### src/rtl/shiftreg_pkg.sv
// ---------------------------------------------------------------------------
// shiftreg_pkg
// Shared definitions for the TMIIa shift-register transmitter and the
// readback receiver: FSM state encoding, default word / counter widths and
// the load-strobe length helper.
// ---------------------------------------------------------------------------
package shiftreg_pkg;

   typedef enum logic [1:0] {
      ST_IDLE  = 2'd0,
      ST_SHIFT = 2'd1,
      ST_LOAD  = 2'd2,
      ST_DONE  = 2'd3
   } sr_state_e;

   // Word length of the TMIIa configuration register and the bit-counter
   // width the transmitter and receiver agree on.
   localparam int SR_DATA_WIDTH = 170;
   localparam int SR_CNT_WIDTH  = 8;

   // Number of clk cycles sr_load stays high: LOAD_WIDTH full sr_clk periods.
   function automatic int load_cycles(input int load_width, input int half_period);
      return 2 * load_width * half_period;
   endfunction

endpackage

### src/rtl/shiftreg_sclk_gen.sv
// ---------------------------------------------------------------------------
// shiftreg_sclk_gen
// Divides clk down to the shift clock. sr_clk toggles every div_q+1 clk
// cycles while enable is high and is forced low (counter cleared) otherwise,
// so the first rising edge always lands div_q+1 cycles after enable rises.
//
// Ports
//   clk, rst   : system clock, async active-high reset
//   enable     : run the divider (high for the whole SHIFT phase)
//   div_q      : half-period minus 1, in clk cycles
//   sr_clk     : registered shift clock, idles low
//   rise_stb   : high in the cycle whose closing edge raises sr_clk
//   fall_stb   : high in the cycle whose closing edge lowers sr_clk
// ---------------------------------------------------------------------------
module shiftreg_sclk_gen #(
   parameter int DIV_WIDTH = 8
) (
   input  logic                 clk,
   input  logic                 rst,
   input  logic                 enable,
   input  logic [DIV_WIDTH-1:0] div_q,
   output logic                 sr_clk,
   output logic                 rise_stb,
   output logic                 fall_stb
);

   logic [DIV_WIDTH-1:0] hc;
   logic                 wrap;

   assign wrap     = enable && (hc == div_q);
   // Strobes announce the toggle on the coming edge, so the caller can move
   // data in the same edge that sr_clk falls.
   assign rise_stb = wrap && !sr_clk;
   assign fall_stb = wrap &&  sr_clk;

   always_ff @(posedge clk or posedge rst) begin
      if (rst) begin
         hc     <= '0;
         sr_clk <= 1'b0;
      end else if (!enable) begin
         hc     <= '0;
         sr_clk <= 1'b0;
      end else if (wrap) begin
         hc     <= '0;
         sr_clk <= ~sr_clk;
      end else begin
         hc     <= hc + 1'b1;
      end
   end

endmodule

### src/rtl/shiftreg_send_data.sv
// ---------------------------------------------------------------------------
// shiftreg_send_data
// Serial writer for the TMIIa configuration shift register. On an accepted
// start it captures din/div, clocks DATA_WIDTH bits out on sr_data (changing
// only on sr_clk falling edges), then strobes sr_load for LOAD_WIDTH sr_clk
// periods and pulses done. rx_start fires with the accepted start so the
// readback receiver can sample the displaced contents in step.
//
// Ports
//   clk, rst  : system clock, async active-high reset
//   start     : request a transfer (only looked at in IDLE)
//   din       : parallel word, captured on accepted start
//   div       : sr_clk half-period minus 1, captured on accepted start
//   sr_clk    : shift clock, idles low
//   sr_data   : serial data, 0 outside SHIFT
//   sr_load   : latch strobe
//   rx_start  : one-cycle pulse with the accepted start
//   busy      : high from accepted start through DONE
//   done      : one-cycle completion pulse
// ---------------------------------------------------------------------------
module shiftreg_send_data
   import shiftreg_pkg::*;
#(
   parameter int DATA_WIDTH      = SR_DATA_WIDTH,
   parameter int CNT_WIDTH       = SR_CNT_WIDTH,
   parameter int SHIFT_DIRECTION = 1,
   parameter int DIV_WIDTH       = 8,
   parameter int LOAD_WIDTH      = 2
) (
   input  logic                  clk,
   input  logic                  rst,
   input  logic                  start,
   input  logic [DATA_WIDTH-1:0] din,
   input  logic [DIV_WIDTH-1:0]  div,
   output logic                  sr_clk,
   output logic                  sr_data,
   output logic                  sr_load,
   output logic                  rx_start,
   output logic                  busy,
   output logic                  done
);

   localparam int BC_W = CNT_WIDTH + 1;
   // Wide enough for 2*LOAD_WIDTH*2^DIV_WIDTH - 1.
   localparam int LT_W = DIV_WIDTH + $clog2(LOAD_WIDTH + 1) + 1;
   localparam logic [BC_W-1:0] BC_LAST = BC_W'(DATA_WIDTH - 1);

   sr_state_e             state;
   logic [DATA_WIDTH-1:0] shadow;
   logic [DATA_WIDTH-1:0] shadow_nxt;
   logic [DIV_WIDTH-1:0]  div_q;
   logic [BC_W-1:0]       bc;
   logic [LT_W-1:0]       lt;
   logic [LT_W-1:0]       lt_last;
   logic                  sclk_en;
   logic                  sclk_rise_unused;
   logic                  sclk_fall;

   // Bit presented on sr_data for a given shadow content.
   function automatic logic out_bit(input logic [DATA_WIDTH-1:0] v);
      return (SHIFT_DIRECTION != 0) ? v[DATA_WIDTH-1] : v[0];
   endfunction

   generate
      if (SHIFT_DIRECTION != 0) begin : g_msb_first
         assign shadow_nxt = {shadow[DATA_WIDTH-2:0], 1'b0};
      end else begin : g_lsb_first
         assign shadow_nxt = {1'b0, shadow[DATA_WIDTH-1:1]};
      end
   endgenerate

   assign sclk_en = (state == ST_SHIFT);
   assign lt_last = LT_W'(load_cycles(LOAD_WIDTH, int'(div_q) + 1) - 1);

   shiftreg_sclk_gen #(
      .DIV_WIDTH (DIV_WIDTH)
   ) u_sclk (
      .clk      (clk),
      .rst      (rst),
      .enable   (sclk_en),
      .div_q    (div_q),
      .sr_clk   (sr_clk),
      .rise_stb (sclk_rise_unused),
      .fall_stb (sclk_fall)
   );

   always_ff @(posedge clk or posedge rst) begin
      if (rst) begin
         state    <= ST_IDLE;
         shadow   <= '0;
         div_q    <= '0;
         bc       <= '0;
         lt       <= '0;
         sr_data  <= 1'b0;
         sr_load  <= 1'b0;
         rx_start <= 1'b0;
         busy     <= 1'b0;
         done     <= 1'b0;
      end else begin
         rx_start <= 1'b0;
         done     <= 1'b0;
         case (state)
            ST_IDLE: begin
               if (start) begin
                  shadow   <= din;
                  div_q    <= div;
                  bc       <= '0;
                  lt       <= '0;
                  // First bit is on the wire a full half-period before the
                  // first sr_clk rise.
                  sr_data  <= out_bit(din);
                  rx_start <= 1'b1;
                  busy     <= 1'b1;
                  state    <= ST_SHIFT;
               end
            end
            ST_SHIFT: begin
               // Data moves only with the falling sr_clk edge, giving a
               // full half-period of setup and hold around each rise.
               if (sclk_fall) begin
                  shadow <= shadow_nxt;
                  bc     <= bc + 1'b1;
                  if (bc == BC_LAST) begin
                     sr_data <= 1'b0;
                     sr_load <= 1'b1;
                     lt      <= '0;
                     state   <= ST_LOAD;
                  end else begin
                     sr_data <= out_bit(shadow_nxt);
                  end
               end
            end
            ST_LOAD: begin
               if (lt == lt_last) begin
                  sr_load <= 1'b0;
                  done    <= 1'b1;
                  state   <= ST_DONE;
               end else begin
                  lt <= lt + 1'b1;
               end
            end
            ST_DONE: begin
               busy  <= 1'b0;
               state <= ST_IDLE;
            end
            default: state <= ST_IDLE;
         endcase
      end
   end

endmodule

### config.mk
export PLATFORM = sky130hd
export DESIGN_NAME = shiftreg_send_data
export DESIGN_NICKNAME = d
export VERILOG_FILES = /design/src/rtl/shiftreg_pkg.sv /design/src/rtl/shiftreg_sclk_gen.sv /design/src/rtl/shiftreg_send_data.sv
export SDC_FILE = /design/constraint.sdc
export NUM_CORES = 1
export LEC_CHECK = 0
export CELL_PAD_IN_SITES_DETAIL_PLACEMENT = 0
export CELL_PAD_IN_SITES_GLOBAL_PLACEMENT = 1
export CORE_MARGIN = 4
export CORE_UTILIZATION = 35
export CTS_CLUSTER_SIZE = 28
export DETAILED_ROUTE_END_ITERATION = 12
export GPL_TIMING_DRIVEN = 1
export PLACE_DENSITY = 0.71
export SYNTH_ARGS = -nofsm -noshare
export SYNTH_HDL_FRONTEND = slang
export SYNTH_HIERARCHICAL = 1
export SYNTH_SLANG_ARGS = --single-unit
export TNS_END_PERCENT = 100
### constraint.sdc
create_clock -name clk -period 7.9 [get_ports clk]
set_input_delay 1.58 -clock clk [delete_from_list [all_inputs] [get_ports clk]]
set_output_delay 1.58 -clock clk [all_outputs]
set_load 0.005 [all_outputs]
==> Word level (Yosys, flattened, before mapping) <==
Index checks and enable logic that the tools add are counted.
{ "op_classes": {"addsub": 5, "n_eq_ne": 12, "muxes": 34, "bitwise_logic": 1, "reduce_logical": 13} }
{ "op_table": {"columns": ["operator", "count"], "rows": [
  ["169-bit 2-to-1 mux", 2],
  ["169-bit case mux with 2 select lines", 1],
  ["11-bit 2-to-1 mux", 4],
  ["11-bit case mux with 3 select lines", 1],
  ["9-bit 2-to-1 mux", 2],
  ["9-bit case mux with 2 select lines", 1],
  ["8-bit 2-to-1 mux", 2],
  ["1-bit 2-to-1 mux", 13],
  ["2-bit != test, second input constant", 6],
  ["11-bit by 1-bit adder with 11-bit output, second input constant", 1],
  ["11-bit == test", 1],
  ["11-bit by 1-bit subtractor with 11-bit output, second input constant", 1],
  ["8-bit by 1-bit adder with 9-bit output, second input constant", 1],
  ["9-bit by 1-bit adder with 9-bit output, second input constant", 1],
  ["9-bit by 8-bit == test with 1-bit output, second input constant", 1],
  ["8-bit by 1-bit adder with 8-bit output, second input constant", 1],
  ["8-bit == test", 1],
  ["2-bit 2-to-1 mux", 4],
  ["2-bit case mux with 4 select lines", 1],
  ["4-bit AND reduction", 2],
  ["1-bit case mux with 2 select lines", 3],
  ["2-bit nonzero test", 3],
  ["5-bit AND reduction", 1],
  ["2-bit == test, second input constant", 2],
  ["other kinds (7)", 9]
]} }
{ "word_totals": {"regBits": 213, "inputBits": 181, "out_inout_bits": 6} }

==> Logic depth before layout (Yosys ltp) <==
Gate-level depths: netlist of run 1.
{ "logic_depth": {"word_depth": 5, "ltp_mapped": 12, "ltp_nobuf": 11} }

==> By module <==
The synthesis of run 1 kept the hierarchy.
{ "modules_own_cells": {"columns": ["module", "n_inst", "cells_per_inst", "area_per_inst_um2", "seq_area_each_um2"], "rows": [
  ["shiftreg_send_data", 1, 966, 9884.5, 5104.9],
  ["shiftreg_sclk_gen", 1, 50, 496.7, 225.2]
]} }

==> Worst setup path after synthesis of run 1 <==
No wires, ideal clock.
{ "synth_path": {"kind": "input to register", "from": "in start", "to": "reg lt[8]", "setup_time_ns": 0.078, "t_arrival_ns": 2.979, "t_required_ns": 7.822, "setup_slack_ns": 4.844, "cell_stages": 7, "path_buffers": 1, "path_cell_list": "nand2b_1 > nand2_1 > or2_1 > clkbuf_1 > or3_1 > or3_1 > a21oi_1"} }
{ "synth_between": {"elab_chain_cells": 2} }
{ "synth_rtl": {"columns": ["element", "line_no", "rtl"], "rows": [
  ["start, declared", "shiftreg_send_data.sv:32", "input logic start,"],
  ["2-bit != test (no source line)", null, null],
  ["5-bit AND reduction (no source line)", null, null],
  ["end signal, assigned", "shiftreg_send_data.sv:139", "lt <= lt + 1'b1;"],
  ["end, declared", "shiftreg_send_data.sv:53", "logic [LT_W-1:0] lt;"]
]} }
No other way between the ends.
A chain may end at the register's enable or synchronous reset.

==> Final worst setup path of run 1 <==
{ "layout_path": {"from": "reg state[1]", "to": "reg bc[2]"} }
{ "layout_between": {"elab_chain_cells": 5, "elab_cells_between_ends": 9, "classes_between": "eq/ne (3); mux (1); reduce/logical (5)"} }
{ "layout_rtl": {"columns": ["element", "line_no", "rtl"], "rows": [
  ["start, declared", "shiftreg_send_data.sv:48", "sr_state_e state;"],
  ["start signal, assigned", "shiftreg_send_data.sv:89", "state <= ST_IDLE;"],
  ["start signal, assigned", "shiftreg_send_data.sv:114", "state <= ST_SHIFT;"],
  ["start signal, assigned", "shiftreg_send_data.sv:127", "state <= ST_LOAD;"],
  ["2-bit by 1-bit == test with 1-bit output *", "shiftreg_send_data.sv:72", "assign sclk_en = (state == ST_SHIFT);"],
  ["via sclk_en", "shiftreg_send_data.sv:55", "logic sclk_en;"],
  ["1-bit logical AND", "shiftreg_sclk_gen.sv:30", "assign wrap = enable && (hc == div_q);"],
  ["1-bit logical AND", "shiftreg_sclk_gen.sv:34", "assign fall_stb = wrap && sr_clk;"],
  ["2-bit != test (no source line)", null, null],
  ["3-bit AND reduction (no source line)", null, null],
  ["end signal, assigned", "shiftreg_send_data.sv:122", "bc <= bc + 1'b1;"],
  ["end, declared", "shiftreg_send_data.sv:52", "logic [BC_W-1:0] bc;"]
]} }
The timed path passes the listed nets; every way through them passes the cells marked *.

==> summary.txt, run 1 <==
Outcome
  – Status: finished clean

STA
  – Fin crit share: 54.73%
  – Worst Skew: 0.008327 ns
  – Setup TNS: 0 ns
  – RSZ-0062 raised after global routing: no
  – Final Setup Violations: 0
  – Final Critical Period: 4.324 ns
  – Worst-Margin Slew: 1.158 ns
  – Max Freq: 231.3 MHz
  – Hold Violations, Final: 0
  – Slew margin rel.: 22.80%
  – Count of pins over their slew limit: 0
  – Hold WS: 0.5240 ns

Critical path
  – Worst Path Required: roughly 8.3 ns
  – Worst Path Arrival: 4.70 ns
  – Reg2reg start: state[1]
  – CP startpoint: state[1]
  – Startpoint Class: flip-flop
  – Critical path type: flip-flop to flip-flop
  – R2R cell count: 10
  – Worst-path maximum fanout: roughly 280
  – Crit end category: flip-flop
  – Reg2Reg Capture Point: bc[2]
  – CP Capture Point: bc[2]
  – R2R Setup Slk: around 3.6 ns

Layout
  – Total area of sequential cells: about 5300 um2
  – Fillcell total: 2767
  – Nets: about 1400
  – Layout cells sized above 1: 5.709%
  – Area Overhead vs Synth: 29.30%
  – Area taken by multi-input logic gates: approximately 4800 um2
  – Most common cell after layout, fill and taps aside: dfrtp_1
  – Fin cells: 1576
  – Commonest non-fill, non-tap cells in the layout: 213 x dfrtp_1, 191 x nor2_1, 186 x clkdlybuf4s50_1

Detailed routing
  – DR WL/cell: around 15 um
  – Detailed Route Iter0 Violations: 398
  – Pre-Repair DR Iteration Count: 5
  – Post-route antenna net violation count: 0
  – Post-Route WL: 23870 um
  – Via count: 7607
  – # DRC: 0
  – Via density: 4.827

Placement
  – GP Congestion: 0.7737
  – Port buffer count: 186
  – Placed Instances: 1529
  – Final HPWL DP: 15850 um

CTS
  – H-tree levels: 1
  – Hold-fix buffer count after cts: 0
  – Setup bufs post-CTS: 0
  – TritonCTS clock tree: yes
  – # clock sinks: 213
  – CTS root buf: clkbuf_16
  – Reg clk slew, reported paths: approximately 0.060 ns
  – Clock Path Buffers: 3
  – CTS resizes: 0
  – Num CTS Buffers: 26
  – Worst-skew pair later-pin latency: between 0.5 and 0.6 ns

GRT
  – First-pass GRT wire length: around 40000 um
  – GR Util All Layers: around 14%
  – Vias in the first global route: a little under 8000
  – Largest net degree at the start of global routing: 284
  – Initial antenna violation count: 3
  – Grt ovf: 0

Yosys
  – Avg Cell Area, Syn: 10.22 um2
  – Mapped Area: 10370 um2
  – Post-Syn Nets: 1206
  – Yosys warnings: 6
  – Mapped Cells: 1015

Hold path
  – Worst min path class: flip-flop to flip-flop

Die
  – Top Ports: 187
  – Die X-Extent: 180.2 um
  – Core area: 28940 um2
  – Die Y: ~180 um
  – Die ar.: 32450 um2
  – Initial Utilization: between 30% and 40%
  – Rows: between 60 and 70

Pwr
  – PwrDens: slightly below 400 nW/um2
  – Static Leak: about 5.3 nW
  – Max rail drop VDD: 0.4531 mV

Flow run
  – Max-Cap Viols: 0
stage by stage:
stage                     setup slack (ns)  cell area [um2]  power, W  util [%]
after global routing                 3.185            13410  0.005649     46.34
final                                3.576            13410  0.005186     46.35
after floorplan                     0.7526            10370  0.003578         -
after CTS                            3.556            13410  0.005277     46.34
after global placement               3.194            12560  0.004012     43.41
after detailed placement             3.232            12560  0.004066     43.41
worst max-delay path: stages (launching register included):
cell and delay (ns):
dfrtp_1 0.40, inv_1 0.12, ha_4 0.50, buf_4 0.73, o21ai_0 0.39, a21oi_4 0.19, buf_4 0.48, buf_12 0.75
nand2_1 0.16, xor2_1 0.17, nor2_1 0.05
power by group:
part	total, W	leakage [nW]	switching (W)	internal [W]
clock network	0.00117	0.416	0.000444	0.000726
logic	0.00213	2.47	0.00122	0.000913
registers	0.00188	2.43	0.000292	0.00159
metal layers:
metal / GRT usage [%] / share of wire [%] / up-vias
li1: - / - / 3858
met1: 18.97 / 44 / 3557
met2: 23.31 / 47 / 144
met3: 4.481 / 6.8 / 42
met4: 3.448 / 2.4 / 6
met5: 0 / 0.14 / -
state kept, by name, indices dropped and copies added, names as in the netlist, 2 cells and up:
signal and count:
shadow 169, lt 11, bc 9, div_q 8, u_sclk/hc 8, state 2
worst min-delay path by stage:
stage                        to   startpoint  depth (start not counted)
finish               shadow[41]   shadow[41]                          2
floorplan                 lt[0]        lt[0]                          1
CTS                  shadow[91]   shadow[91]                          2
global placement    shadow[111]  shadow[111]                          2
global route        shadow[130]  shadow[130]                          2
detailed placement        lt[0]        lt[0]                          1
layout make-up:
type / count / share of cell area [%]
multi-input cells: 725 / 35.54
clock buffers: 40 / 5.700
inverters: 15 / 0.4758
diodes: 1 / 0.01866
repair buffers: 192 / 14.31
flip-flops and latches: 213 / 39.74
clock inverters: 6 / 0.6251
well taps: 384 / 3.582
No activity file was read; power rests on OpenSTA's default activity.
==> run 2: changes to the inputs <==
==> constraint.sdc (replaced) <==
create_clock -name clk -period 4.1 [get_ports clk]
set_input_delay 0.82 -clock clk [delete_from_list [all_inputs] [get_ports clk]]
set_output_delay 0.82 -clock clk [all_outputs]
set_load 0.005 [all_outputs]
==> run 2 against run 1 <==
- register-to-register slack lost 2.6 ns
- non-clock buffer count rose by 7
- clock power increased by 100%
- wire length rose by 2.8%
- sequential share of layout area decreased by 0.38 points
- combinational power grew 95%
- sequential power rose by 93%
- flip-flop and latch count stayed put
- critical path type unchanged
- critical endpoint is now lt[9]
- largest power group unchanged
==> summary.txt, run 2 (synthesized netlist as in run 1, its figures left out) <==
Critical path
  – Worst Path Required: between 4 and 5 ns
  – Worst Path Arrival: 3.59 ns
  – CP Cell Sequence: xnor2_1 > nand4_1 > nor2_1 > and3_1 > nand3_1 > nand2_1 > nand2_1 > or2_1 > or3_1 > or3_1 > a21oi_1
  – Crit-path slowest cell: dfrtp_1
  – Worst-path maximum fanout: 8
  – Critical path type: flip-flop to flip-flop
  – Startpoint Class: flip-flop
  – CP Buf/Inv Count: 0
  – CP max stage delay: 0.57 ns
  – Crit end category: flip-flop
  – CP top delay family: simple AND/OR/NAND/NOR gates

CTS
  – Reg clk slew, reported paths: 0.06 ns
  – CTS resizes: 0
  – Hold-fix buffer count after cts: 0
  – H-tree levels: 1
  – Setup bufs post-CTS: 0
  – TritonCTS clock tree: yes
  – # clock sinks: 213
  – Clock Path Buffers: 3
  – Worst-skew pair later-pin latency: between 0.5 and 0.6 ns
  – CTS root buf: clkbuf_16
  – Num CTS Buffers: 26

Layout
  – Post-route cell area: 13540 um2
  – Core Util, Final: 46.80%
  – Largest registers: shadow x169, lt x11, bc x9
  – Largest register by flop count: shadow
  – Most common cell after layout, fill and taps aside: dfrtp_1
  – Max reg flops: about 170
  – Commonest non-fill, non-tap cells in the layout: 213 x dfrtp_1, 191 x nor2_1, 186 x clkdlybuf4s50_1
  – Nets: 1371
  – Fillcell total: 2768
  – Layout cells sized above 1: 6.594%
  – Area Overhead vs Synth: 30.54%

Outcome
  – Status: finished clean

GRT
  – Most Crowded Layer GR: met2
  – GR Util All Layers: 14.75%
  – Vias in the first global route: 7764
  – First-pass GRT wire length: ~41000 um
  – Grt ovf: 0
  – Largest net degree at the start of global routing: roughly 150
  – Initial antenna violation count: 1
  – Routing usage on met3: 3.855%
  – Met1 Resource Use GR: 20.03%
  – Met2 usage: 23.90%

Die
  – Top Ports: 187
  – Die ar.: 32450 um2
  – Initial Utilization: 35.85%
  – Core area: 28940 um2
  – Rows: 62
  – Die X-Extent: 180.2 um
  – Die Y: 180.2 um

STA
  – Count of pins over their slew limit: 0
  – Final Critical Period: about 3.1 ns
  – Setup TNS: 0 ns
  – Worst Skew: about 0.011 ns
  – Slew margin rel.: 26.69%
  – Final Setup Violations: 0
  – Hold Violations, Final: 0
  – Fin crit share: 76.66%
  – RSZ-0062 raised after global routing: no
  – Max Freq: approximately 320 MHz
  – Worst-Margin Slew: 1.100 ns

Pwr
  – Tot Pwr: 0.01012 W
  – PwrDens: roughly 750 nW/um2
  – Static Leak: roughly 5.4 nW
  – Max rail drop VDD: 0.6327 mV

Detailed routing
  – Pre-Repair DR Iteration Count: 4
  – DR WL/cell: 15.51 um
  – Post-Route WL: between 20000 and 25000 um
  – # DRC: 0
  – Detailed Route Iter0 Violations: 369
  – Post-route antenna net violation count: 0
  – Via density: approximately 4.8
  – Via count: 7662

Placement
  – Port buffer count: 186
  – Placed cell area: around 13000 um2
  – GP Congestion: 0.8015
  – Final HPWL DP: 16590 um

Hold path
  – Worst min path class: flip-flop to flip-flop

Flow run
  – Max-Cap Viols: 0
-- run 2: cell types whose count changed in the layout (fill, tap and decap cells not counted), sizes merged --
cell / previous run / this run
buf: 6 / 13
clkbuf: 40 / 36
clkinv: 4 / 6
bufinv: 2 / 3
clkinvlp: 0 / 1
-- run 2: power by group --
part	switching [W]	leakage (nW)	internal, W
registers	0.000558	2.43	0.00306
clock network	0.000901	0.436	0.00144
logic	0.00238	2.52	0.00178
-- run 2: per-stage QoR --
stage	hold slack, ns	cells	worst slack (ns)
floorplan	0.4722	1015	0.6357
global placement	0.5061	1536	1.046
detailed placement	0.5182	1536	0.9760
CTS	0.5310	1582	1.003
global route	0.5457	1583	0.7325
finish	0.5238	1583	0.9568
-- run 2: final timing paths --
kind | from | endpoint | slack [ns] | cells past startpoint
min in group asynchronous | rst | u_sclk/hc[1] | 0.63 | 2
worst min register to register | shadow[87] | shadow[87] | 0.52 | 2
worst max-delay path | div_q[2] | lt[9] | 0.96 | 11
worst min-delay path | shadow[87] | shadow[87] | 0.52 | 2
worst max register to register | div_q[2] | lt[9] | 0.96 | 11
max in group asynchronous | rst | shadow[80] | 2.50 | 3
-- run 2: worst min-delay path, delay by kind of cell, from the launching register on --
kind	cells	cell delay, ns
flip-flops	1	0.34
AO/OA/AOI/OAI	1	0.10
AND/OR/NAND/NOR	1	0.05
-- run 2: area by class of cell --
type	count	area (um2)	share of cell area, %
multi-input combinational	725	4767	35.21
tap	384	480.5	3.548
antenna	1	2.502	0.01848
timing repair buffer	199	2022	14.93
clock inverter	10	140.1	1.035
sequential	213	5330	39.36
inverter	15	60.06	0.4435
clock buffer	36	738.2	5.452
-- run 2: layer usage --
| layer | share of wire [%] | vias to the layer above |
|---|---|---|
| met5 | 0 | - |
| met1 | 45 | 3622 |
| met2 | 47 | 143 |
| li1 | - | 3871 |
| met3 | 6.0 | 26 |
| met4 | 1.9 | 0 |
==> RTL change: new RTL, settings of run 1 <==
The parameter `SHIFT_DIRECTION` goes from 1 to 0.
--- a/src/rtl/shiftreg_send_data.sv
+++ b/src/rtl/shiftreg_send_data.sv
@@ -23,7 +23,7 @@
 #(
    parameter int DATA_WIDTH      = SR_DATA_WIDTH,
    parameter int CNT_WIDTH       = SR_CNT_WIDTH,
-   parameter int SHIFT_DIRECTION = 1,
+   parameter int SHIFT_DIRECTION = 0,
    parameter int DIV_WIDTH       = 8,
    parameter int LOAD_WIDTH      = 2
 ) (
Formal check against the unedited RTL: not equivalent (Yosys sat finds a counterexample within 4 cycles, from zero or initial values and one cycle with rst high).
==> RTL change against run 1 <==
Cell count increased by 2.1%; clock power increased by 8%; routed wire length rose by 0.82%; non-clock buffer count unchanged; power rose by 2.3%; global-route usage down 0.24 points; sequential share of layout area down 0.57 points; clock skew increased by 0.011 ns; sequential cell count did not move; largest power group unchanged; area after synthesis up 1.3%; critical endpoint is now shadow[87]; final area increased by 1.5%; worst setup slack better by 0.27 ns; critical path type unchanged.
==> RTL change: results (changes against run 1) <==
Final ANT Viol Nets -> 0 (unchanged)
DR vias/cell -> 4.80 (-0.51%)
Nets -> 1390 (+1.9%)
Port bufs -> 186 (unchanged)
Worst-path fanout max -> 265 (-6.4%)
Initial antenna violation count -> 7 (+4)
Post-CTS Setup Inserts -> 0 (unchanged)
Slew @ Worst Pin -> 1.23 ns (+0.0752 ns)
Outcome -> finished, final reports clean
Root buffer cell -> clkbuf_16
Clock Path Buffers -> 3 (unchanged)
RePlAce Congestion -> 0.764 (-1.2%)
Placed Instances -> 1561 (+2.1%)
First-pass GRT wire length -> 39200 um (-1.0%)
Vias -> 7727 (+1.6%)
Hold Vio Cnt, Final -> 0 (unchanged)
Leakage -> 5.40 nW (+1.6%)
Htree depth -> 1 (unchanged)
Worst-path clk slew -> 0.05 ns
Syn_nets -> 1236 (+2.5%)
Post-CTS resize count -> 0 (unchanged)
Final setup skew -> 0.0198 ns (+0.0114 ns)
Fraction of final layout cells sized beyond drive strength 1 -> 0.0599 (+0.00284)
Worst Reg-to-Reg Cells -> 9 (-1)
Ys Warns -> 6 (unchanged)
Hold path cells -> 1 (-1)
WL/cell -> 15.0 um (-1.2%)
Post-DP HPWL -> 16000 um (+0.92%)
Peak supply drop -> 459 uV (+1.4%)
GRT Resource Usage Total -> 0.141 (-0.00240)
Clock latency on the worst-skew pair -> 0.54 ns (+0.02 ns)
Initial DRC Count -> 362 (-9.0%)
Avg Cell Area, Syn -> 10.1 um^2 (-1.6%)
Fillcell total -> 2906 (+5.0%)
Largest net degree at the start of global routing -> 266 (-6.3%)
Biggest registers after layout -> shadow x169, lt x11, bc x9
CTS buffer count -> 26 (unchanged)
First-pass detailed-route iteration total -> 4 (-1)
Hold WC Path Type -> flip-flop to flip-flop
Data arrival, critical path -> 4.50 ns (-0.20 ns)
==> RTL change: report_power, final <==
part           internal [W]  leakage, nW  switching [W]
clock              0.000802        0.463       0.000462
sequential          0.00159         2.43       0.000313
combinational      0.000918         2.51        0.00122
total               0.00331         5.40        0.00200
==> RTL change: final cells by class <==
class                   instances  area [um^2]  share of cell area
inverters                      21         88.8             0.00653
multi-input cells             745         4840               0.356
diodes                          1         2.50            0.000184
clock buffers                  37          762              0.0560
flip-flops and latches        213         5330               0.392
repair buffers                192         1920               0.141
well taps                     390          488              0.0359
clock inverters                10          175              0.0129
==> RTL change: metal layers <==
layer,global-route usage,wire (um),vias to the layer above
met5,0,86,-
met4,0.0318,498,14
met3,0.0538,1880,44
met2,0.222,11100,136
met1,0.187,10500,3564
li1,-,-,3969
==> RTL change: metrics by stage <==
| stage | setup WS, ns | cell area (um^2) | util |
|---|---|---|---|
| CTS | 3.86 | 13600 | 0.459 |
| global route | 3.46 | 13600 | 0.459 |
| floorplan | 0.753 | 10500 | - |
| finish | 3.84 | 13600 | 0.459 |
| global placement | 3.58 | 12700 | 0.427 |
| detailed placement | 3.50 | 12700 | 0.427 |
==> RTL change: final timing paths <==
path,startpoint,slack [ns],end
worst max-delay path,state[1],3.84,shadow[87]
worst min-delay path,lt[1],0.52,lt[1]
worst max register to register,state[1],3.84,shadow[87]
worst min register to register,lt[1],0.52,lt[1]
max in group asynchronous,rst,4.78,shadow[141]
min in group asynchronous,rst,1.49,u_sclk/hc[2]
==> RTL change: critical path: stages, from the launching register on <==
cell,delay (ns)
dfrtp_1,0.41
inv_1,0.12
ha_4,0.35
buf_4,0.75
and3_1,0.38
inv_1,0.11
a21oi_4,0.57
buf_12,0.64
nor2_1,0.08
a21oi_1,0.17
